===== config.mk =====
export PLATFORM = sky130hd
export DESIGN_NAME = booth_iter_seq
export DESIGN_NICKNAME = d
export VERILOG_FILES = /design/src/rtl/booth_pkg.sv /design/src/rtl/booth_r4_enc.sv /design/src/rtl/booth_iter_seq.sv
export SDC_FILE = /design/constraint.sdc
export NUM_CORES = 1
export LEC_CHECK = 0
export BUFFER_PORTS_ARGS = -buffer_cell sky130_fd_sc_hd__buf_4
export CAP_MARGIN = 20
export CORE_AREA = 2 2 105 107
export DETAILED_ROUTE_END_ITERATION = 8
export DIE_AREA = 0 0 107 109
export PLACE_DENSITY_LB_ADDON = 0.2
export SETUP_SLACK_MARGIN = 0.5
export SYNTH_ARGS = -nofsm -noshare
export SYNTH_HDL_FRONTEND = slang
export SYNTH_SLANG_ARGS = --single-unit

===== constraint.sdc =====
create_clock -name clk_i -period 4.8 [get_ports clk_i]
set_input_delay 0 -clock clk_i [delete_from_list [all_inputs] [get_ports clk_i]]
set_output_delay 0 -clock clk_i [all_outputs]
set_load 0.005 [all_outputs]

===== src/rtl/booth_pkg.sv =====
// Shared types and helpers for the iterative radix-4 Booth multiplier:
// the FSM encoding, the signed digit values and the digit-count derivation.
package booth_pkg;

  typedef enum logic [1:0] {
    IDLE = 2'd0,
    CALC = 2'd1,
    DONE = 2'd2
  } state_t;

  localparam logic signed [2:0] DIG_Z  = 3'sd0;
  localparam logic signed [2:0] DIG_P1 = 3'sd1;
  localparam logic signed [2:0] DIG_P2 = 3'sd2;
  localparam logic signed [2:0] DIG_M1 = -3'sd1;
  localparam logic signed [2:0] DIG_M2 = -3'sd2;

  function automatic int ndig(input int length);
    return length / 2;
  endfunction

  // Radix-4 recoding of the overlapping triplet {b[2i+1], b[2i], b[2i-1]}.
  function automatic logic signed [2:0] booth_digit(input logic [2:0] trip);
    logic signed [2:0] d;
    case (trip)
      3'b001, 3'b010: d = DIG_P1;
      3'b011:         d = DIG_P2;
      3'b100:         d = DIG_M2;
      3'b101, 3'b110: d = DIG_M1;
      default:        d = DIG_Z;
    endcase
    return d;
  endfunction

endpackage


===== src/rtl/booth_r4_enc.sv =====
// Combinational radix-4 Booth digit encoder: pp = digit(triplet) * a, signed,
// two bits wider than a so that -2 * (most negative a) still fits.
module booth_r4_enc
  import booth_pkg::*;
#(
  parameter int LENGTH = 8
) (
  input  logic [LENGTH-1:0] a_i,
  input  logic [2:0]        trip_i,
  output logic [LENGTH+1:0] pp_o
);

  logic signed [LENGTH+1:0] a_ext;
  logic signed [LENGTH+1:0] a_dbl;

  assign a_ext = {{2{a_i[LENGTH-1]}}, a_i};
  assign a_dbl = {a_i[LENGTH-1], a_i, 1'b0};

  always_comb begin
    pp_o = '0;
    case (booth_digit(trip_i))
      DIG_P1:  pp_o = a_ext;
      DIG_P2:  pp_o = a_dbl;
      DIG_M1:  pp_o = -a_ext;
      DIG_M2:  pp_o = -a_dbl;
      default: pp_o = '0;
    endcase
  end

endmodule


===== src/rtl/booth_iter_seq.sv =====
// Iterative radix-4 Booth multiplier: one shared digit encoder walks the
// multiplier two bits per cycle, accumulating shifted partial products.
module booth_iter_seq
  import booth_pkg::*;
#(
  parameter int LENGTH = 8
) (
  input  logic                clk_i,
  input  logic                rst_i,
  input  logic                in_valid_i,
  output logic                in_ready_o,
  input  logic [LENGTH-1:0]   a_i,
  input  logic [LENGTH-1:0]   b_i,
  output logic                out_valid_o,
  input  logic                out_ready_i,
  output logic [2*LENGTH-1:0] p_o,
  output logic                busy_o
);

  localparam int NDIG = ndig(LENGTH);
  localparam int CW   = (NDIG > 1) ? $clog2(NDIG) : 1;
  localparam int PW   = 2 * LENGTH;
  localparam logic [CW-1:0] CNT_LAST = CW'(NDIG - 1);

  state_t          state_q, state_d;
  logic [CW-1:0]   cnt_q, cnt_d;
  logic [LENGTH-1:0] a_q, a_d;
  logic [LENGTH:0] m_q, m_d;
  logic [PW-1:0]   acc_q, acc_d;
  logic [PW-1:0]   p_q, p_d;

  logic [LENGTH+1:0] pp;
  logic [PW-1:0]     pp_ext;
  logic [PW-1:0]     pp_sh;
  logic [PW-1:0]     acc_sum;

  booth_r4_enc #(.LENGTH(LENGTH)) u_enc (
    .a_i    (a_q),
    .trip_i (m_q[2:0]),
    .pp_o   (pp)
  );

  // Digit i carries weight 4^i; the sum wraps modulo 2^PW, which is exact
  // because the true product always fits in PW signed bits.
  assign pp_ext  = {{(PW-LENGTH-2){pp[LENGTH+1]}}, pp};
  assign pp_sh   = pp_ext << {cnt_q, 1'b0};
  assign acc_sum = acc_q + pp_sh;

  always_comb begin
    state_d = state_q;
    cnt_d   = cnt_q;
    a_d     = a_q;
    m_d     = m_q;
    acc_d   = acc_q;
    p_d     = p_q;
    case (state_q)
      IDLE: begin
        if (in_valid_i) begin
          a_d     = a_i;
          m_d     = {b_i, 1'b0};
          acc_d   = '0;
          cnt_d   = '0;
          state_d = CALC;
        end
      end
      CALC: begin
        acc_d = acc_sum;
        m_d   = {{2{m_q[LENGTH]}}, m_q[LENGTH:2]};
        if (cnt_q == CNT_LAST) begin
          p_d     = acc_sum;
          state_d = DONE;
        end else begin
          cnt_d = cnt_q + 1'b1;
        end
      end
      DONE: begin
        if (out_ready_i) state_d = IDLE;
      end
      default: state_d = IDLE;
    endcase
  end

  always_ff @(posedge clk_i) begin
    if (rst_i) begin
      state_q <= IDLE;
      cnt_q   <= '0;
      a_q     <= '0;
      m_q     <= '0;
      acc_q   <= '0;
      p_q     <= '0;
    end else begin
      state_q <= state_d;
      cnt_q   <= cnt_d;
      a_q     <= a_d;
      m_q     <= m_d;
      acc_q   <= acc_d;
      p_q     <= p_d;
    end
  end

  assign in_ready_o  = (state_q == IDLE);
  assign busy_o      = (state_q == CALC);
  assign out_valid_o = (state_q == DONE);
  assign p_o         = p_q;

endmodule


After elaboration in Yosys (flattened, before gate mapping)
Cells that the tools add are included.
- reduce and logical (&&, ||, !) cells: 10
- add/sub/neg operators: 4
- shift operators: 1
- multiplexer cells: 13
- bitwise logic cells: 1
- equal/unequal tests: 17
- operator list (kind ; count):
    case mux 10 bit (4 select lines) ; 1
    case mux 16 bit (2 select lines) ; 1
    case mux 9 bit (2 select lines) ; 1
    adder 16 bit ; 1
    2-to-1 mux 16 bit ; 1
    left shift 16 x 3 -> 16 bit ; 1
    == test 3 bit, second input constant ; 5
    case mux 3 bit (4 select lines) ; 1
    2-to-1 mux 2 bit ; 5
    negator 8 -> 10 bit ; 1
    negator 9 -> 10 bit ; 1
    == test 3 x 2 -> 1 bit, second input constant ; 3
    2-to-1 mux 9 bit ; 1
    AND reduction 3 bit ; 3
    == test 3 x 1 -> 1 bit, second input constant ; 2
    case mux 2 bit (3 select lines) ; 1
    AND reduction 2 bit ; 3
    == test 2 bit, second input constant ; 2
    != test 2 x 1 -> 1 bit, second input constant ; 2
    != test 2 bit, second input constant ; 2
    case mux 2 bit (2 select lines) ; 1
    OR reduction 2 bit ; 2
    adder 2 x 1 -> 2 bit, second input constant ; 1
    == test 2 x 1 -> 1 bit, second input constant ; 1
    3 further kinds ; 3
- flip-flop bits (word level): 53
- bits of input ports: 20

Longest topological paths before layout
- depth in word-level cells: 8
- gate-level depth with buffers: 18
- depth with buffers taken out: 17

Cells and area by module
From an unflattened synthesis, not the netlist that was laid out.
- cells, all modules: 445
- area total of the unflattened synthesis: 3508.4 µm²
- modules (own cells, without submodules) (module ; times used ; area an instance (µm²) ; sequential area each (µm²) ; cells an instance):
    booth_iter_seq ; 1 ; 2902.8 ; 1061.0 ; 347
    booth_r4_enc ; 1 ; 605.6 ; 0.0 ; 98

Worst setup path after synthesis
OpenSTA, ideal clock, no wires.
- kind: reg-to-reg
- start point: register a_q[0]
- end point: register acc_q[15]
- required time: 4.726 ns
- period minus slack after synthesis: 3.565 ns
- setup slack: 1.235 ns
- data arrival time: 3.490 ns
- library setup time: 0.074 ns
- cell stages (with the launch flop): 17
- cell sequence: dfxtp_1 buf_6 or4_4 or3_1 nand2_1 mux2_1 o221a_2 o22ai_2 mux2_2 ha_1 a21o_1 a211oi_1 nor4_1 nor3_2 xnor2_1 or3_1 a31oi_1
- longest elaborated chain between the ends: 5
- elaborated cells on any way between the ends: 6
- those cells by class: add/sub: 3; shift: 1; mux: 2
- RTL lines (element ; line ; source):
    start, declared ; booth_iter_seq.sv:27 ; logic [LENGTH-1:0] a_q, a_d;
    start signal, assigned ; booth_iter_seq.sv:87 ; a_q <= '0;
    start signal, assigned ; booth_iter_seq.sv:94 ; a_q <= a_d;
    negator 9 -> 10 bit or negator 8 -> 10 bit (tied branches) ; booth_r4_enc.sv:25, booth_r4_enc.sv:24 ;
    case mux 10 bit (4 select lines) * ; booth_r4_enc.sv:21 ; case (booth_digit(trip_i))
    left shift 16 x 3 -> 16 bit * ; booth_iter_seq.sv:46 ; assign pp_sh = pp_ext << {cnt_q, 1'b0};
    adder 16 bit * ; booth_iter_seq.sv:47 ; assign acc_sum = acc_q + pp_sh;
    case mux 16 bit (2 select lines) * ; booth_iter_seq.sv:56 ; case (state_q)
    end signal, assigned ; booth_iter_seq.sv:89 ; acc_q <= '0;
    end signal, assigned ; booth_iter_seq.sv:96 ; acc_q <= acc_d;
    end, declared ; booth_iter_seq.sv:29 ; logic [PW-1:0] acc_q, acc_d;
Every way passes the cells marked *; elsewhere a longest branch is shown, timed or not.
A chain may end at the register's enable or synchronous reset.

Worst setup path in the final report
- start point: register a_q[1]
- end point: register p_q[12], in the netlist p_o[12]
- longest elaborated chain between the ends: 4
- elaborated cells on any way between the ends: 5
- those cells by class: add/sub: 3; shift: 1; mux: 1
- RTL lines (element ; line ; source):
    negator 9 -> 10 bit or negator 8 -> 10 bit (tied branches) ; booth_r4_enc.sv:25, booth_r4_enc.sv:24 ;
    case mux 10 bit (4 select lines) * ; booth_r4_enc.sv:21 ;
    left shift 16 x 3 -> 16 bit * ; booth_iter_seq.sv:46 ;
    adder 16 bit * ; booth_iter_seq.sv:47 ;
    end signal, assigned ; booth_iter_seq.sv:97 ; p_q <= p_d;
    end, declared ; booth_iter_seq.sv:30 ; logic [PW-1:0] p_q, p_d;
Marked as above.

==> flow_summary.rst <==
.. list-table::
   :header-rows: 1

   * - Metric
     - Value
   * - Result of the run
     - finished, final reports clean
   * - Data arrival, critical path
     - 4260 ps
   * - Final net count
     - around 560
   * - Post-detailed-route count of antenna-violating nets
     - 0
   * - Launching element type of the critical path
     - register
   * - Initial core utilization
     - 0.339
   * - Largest stage delay, worst path
     - around 450 ps
   * - Via Count
     - roughly 3500
   * - PnR worst setup slack
     - roughly 800 ps
   * - Area used by multi-input combinational logic
     - 0.00236 mm²
   * - Final total negative setup slack
     - 0 ps
   * - Worst slew margin relative to its limit
     - 0.397
   * - Min-delay worst type
     - input port to register
   * - Dpl hpwl
     - 6.89 mm
   * - Number of synthesized flops with an enable pin
     - 0
   * - Number of buffers added by the clock tree synthesis step
     - 5
   * - Number of setup violations in the final report
     - 0
   * - Detail-routed via count per cell
     - 5.29
   * - Hold Vio Cnt, Final
     - 0
   * - Pre-antenna DRT Iters
     - 4
   * - Minimum setup slack among reg-to-reg paths
     - 790 ps
   * - Period minus WS final
     - 4010 ps
   * - Area added between synthesis and finish
     - 18.9%
   * - CP endpoint
     - p_o[12]$_SDFFE_PP0P_
   * - Number of standard-cell rows in the floorplan
     - 38
   * - Die boundary height
     - ~110 µm
   * - Post-synth ARST share
     - 0
   * - Most common library cell in the layout ignoring fill and taps
     - nand2_1
   * - Primary FF master, synth
     - dfxtp_1
   * - Highest-count cells in the layout ignoring fill and taps
     - nand2_1 (95), a21oi_1 (54), dfxtp_1 (51), buf_4 (43), nor2_1 (31)
   * - Final clock skew
     - 9.08 ps
   * - Kind of capture point of the worst setup path
     - register
   * - DIE AREA
     - 0.0117 mm²
   * - Clock transition at the registers of the reported paths
     - 100 ps
   * - Post-DP Area
     - approximately 0.004 mm²
   * - Master cell of the clock root buffer
     - clkbuf_8
   * - Cell chain of the critical path
     - inv_1, ha_1, nor3b_2, and2_1, or3_1, o31a_2, nor2_1, a211oi_1, a21oi_1, ha_1, and2_1, o21ai_0, nand2_1, nor3_1, nor3b_1, nand3b_1, a21oi_1
   * - Synth Area in XOR/XNOR
     - 0.0428
   * - Cell at the slowest stage of the critical path
     - dfxtp_1
   * - Number of global-route vias before repair
     - 3290
   * - Pleak
     - 1.74 nW
   * - Number of maximum-capacitance constraint violations
     - 0
   * - Final global-route overflow total
     - 0
   * - H-tree depth
     - 2
   * - Largest area contributor in the synthesized netlist
     - dfxtp_1
   * - Footprint of the flip-flops and latches
     - 0.00106 mm²
   * - Post-synth design cell area
     - 0.00360 mm²
   * - Global-route wire length before repair
     - 16.3 mm
   * - Main area contributors after synthesis
     - dfxtp_1 (30%), nand2_1 (9.9%), a21oi_1 (7.5%)
   * - Share of the synthesized area in the top cell type
     - 0.295
   * - CP startpoint
     - a_q[1]$_SDFFE_PP0P_
   * - Simple-gate portion of the synthesized area
     - 0.258
   * - Proportion of layout cells with a drive suffix above 1
     - 0.137
   * - Number of top-level pins
     - 39
   * - Max Clk Rate
     - 249 MHz
   * - Antenna violations before repair
     - 0
   * - Tcrit/Tclk final
     - 0.835
   * - Fraction of the yosys area taken by sequential cells
     - 0.295
   * - Final instance area
     - 0.00428 mm²
   * - Adder-cell share of the synthesized area
     - 0.0647
   * - Critical setup path kind
     - register to register
   * - Synth warn
     - 0
   * - Pwr dens
     - about 260 mW/mm²
   * - Unrepaired setup endpoints after global routing
     - yes
   * - IR Drop Worst-Case VDD
     - 163 µV
   * - Count of state elements after synthesis
     - 53
   * - Total GRT Usage
     - 0.173
   * - Transition time of the tightest slew-check pin
     - between 900 and 1000 ps
   * - Power, Total
     - 1.11 mW
   * - Mux share of post-synthesis cell area
     - 0.0456
   * - Largest net degree at the start of global routing
     - 58
   * - Num Clock Sinks
     - 53
   * - Clock tree from TritonCTS
     - built
   * - Number of different library cells in the post-synthesis netlist
     - 65
   * - Mapped Cells
     - 483
   * - DRC violation total after the first TritonRoute iteration
     - 136
   * - Worst setup slack after placement
     - ~660 ps
   * - Number of pins with negative max-slew slack in the final report
     - 0
   * - WP data required
     - around 5100 ps
   * - Antenna diodes
     - 0
   * - Post-synth net total
     - approximately 520
   * - DRC
     - 0
   * - Critical R2R Launch
     - a_q[1]$_SDFFE_PP0P_
   * - Dominant combinational cell family by area after synthesis
     - simple AND/OR/NAND/NOR gates
   * - Clock insertion delay at the later pin of the skew report
     - 320 ps
   * - Port Buf Inserts
     - 38
   * - Core area
     - 0.0106 mm²
   * - Hold Worst Slack
     - 159 ps
   * - Mean Syn Cell Area
     - around 7.4 µm²
   * - Number of cells on the worst reg-to-reg path
     - 17
   * - Reg2Reg Capture Point
     - p_o[12]$_SDFFE_PP0P_
   * - Horiz. Die Dim
     - around 110 µm
   * - Worst-path fanout max
     - 6
   * - Area fraction in compound gates after synthesis
     - 0.241
   * - Average detailed-routed wire length per instance
     - ~15 µm
   * - Final estimated routing congestion in global placement
     - 0.922
   * - Maximum clock insertion buffer count
     - 2
   * - WL final
     - 9.72 mm
   * - Number of cells traversed by the worst hold path
     - 2
   * - Filler cell count
     - 1138
-- flip-flops by register name (all words and copies together), names as in the netlist --
signal	count
m_q	9
a_q	8
p_o	16
acc_q	16
cnt_q	2
state_q	2
-- power by group --
group	internal (mW)	switching, mW
logic	0.131	0.166
registers	0.459	0.0311
clock network	0.170	0.150
-- cells by family after synthesis --
kind of cell,Yosys count
AND/OR/NAND/NOR,198
AO/OA/AOI/OAI,136
flip-flops,53
buffers and inverters,47
adder cells (fa/ha/maj),18
XOR/XNOR,16
multiplexers,15
-- layer usage --
metal	vias up	wire length, µm	GRT usage
met2	49	4780	0.300
met1	1649	4550	0.229
met5	-	0	0
met4	0	65	0.0417
li1	1776	-	-
met3	5	314	0.0221
-- worst max-delay path: cells and delay by family (launching register included) --
family | cells | cell delay [ps]
flops | 1 | 450
simple gates | 9 | 1860
buf+inv | 1 | 80
compound gates | 5 | 990
fa+ha+maj | 2 | 530
-- layout make-up --
class                   count  share of cell area
clock inverters             1             0.00702
flip-flops and latches     53               0.249
clock buffers               7              0.0202
inverters                  12              0.0105
repair buffers             62               0.121
well taps                 140              0.0410
multi-input cells         383               0.551
-- metrics by stage --
step / util / instances
5_1_grt: 0.403 / 658
3_5_place_dp: 0.373 / 631
3_3_place_gp: 0.373 / 631
6_report: 0.403 / 658
2_1_floorplan: - / 483
4_1_cts: 0.401 / 657
-- worst min path at each step --
stage,from,end,slack [ps]
6_report,rst_i,cnt_q[0]$_SDFFE_PP0P_,160
2_1_floorplan,a_i[0],a_q[0]$_SDFFE_PP0P_,140
3_5_place_dp,a_i[1],a_q[1]$_SDFFE_PP0P_,260
3_3_place_gp,b_i[7],m_q[8]$_SDFFE_PP0P_,250
5_1_grt,rst_i,cnt_q[1]$_SDFFE_PP0P_,170
4_1_cts,rst_i,cnt_q[0]$_SDFFE_PP0P_,150
-- cells in the mapped netlist (2+ instances only) --
library cell / count
nand2_1: 95
a21oi_1: 54
dfxtp_1: 53
nor2_1: 31
clkbuf_1: 27
nand3_1: 22
ha_1: 17
o21ai_0: 17
inv_1: 12
nand2b_1: 9
xnor2_1: 9
a31oi_1: 8
a21o_1: 7
a311oi_1: 7
mux2i_1: 7
a211oi_1: 6
mux2_2: 6
nor2b_1: 6
nor3_1: 6
xor2_1: 6
and2_1: 5
a22oi_1: 4
buf_1: 4
nand3b_1: 4
o21ai_1: 4
or3_1: 4
and3_1: 3
buf_2: 3
nand4b_1: 3
o211ai_1: 3
a211o_1: 2
a21boi_0: 2
o211a_1: 2
o21a_1: 2
o22ai_1: 2
or4_1: 2
-- what timing repair did --
item / 4_1_cts / 5_1_grt
setup buffers: 0 / 0
setup endpoints to repair: 0 / 9
hold endpoints to repair: 18 / 0
hold buffers: 18 / 0
resized for setup: 0 / 4
Note: power is estimated with default switching activity, not from simulation.
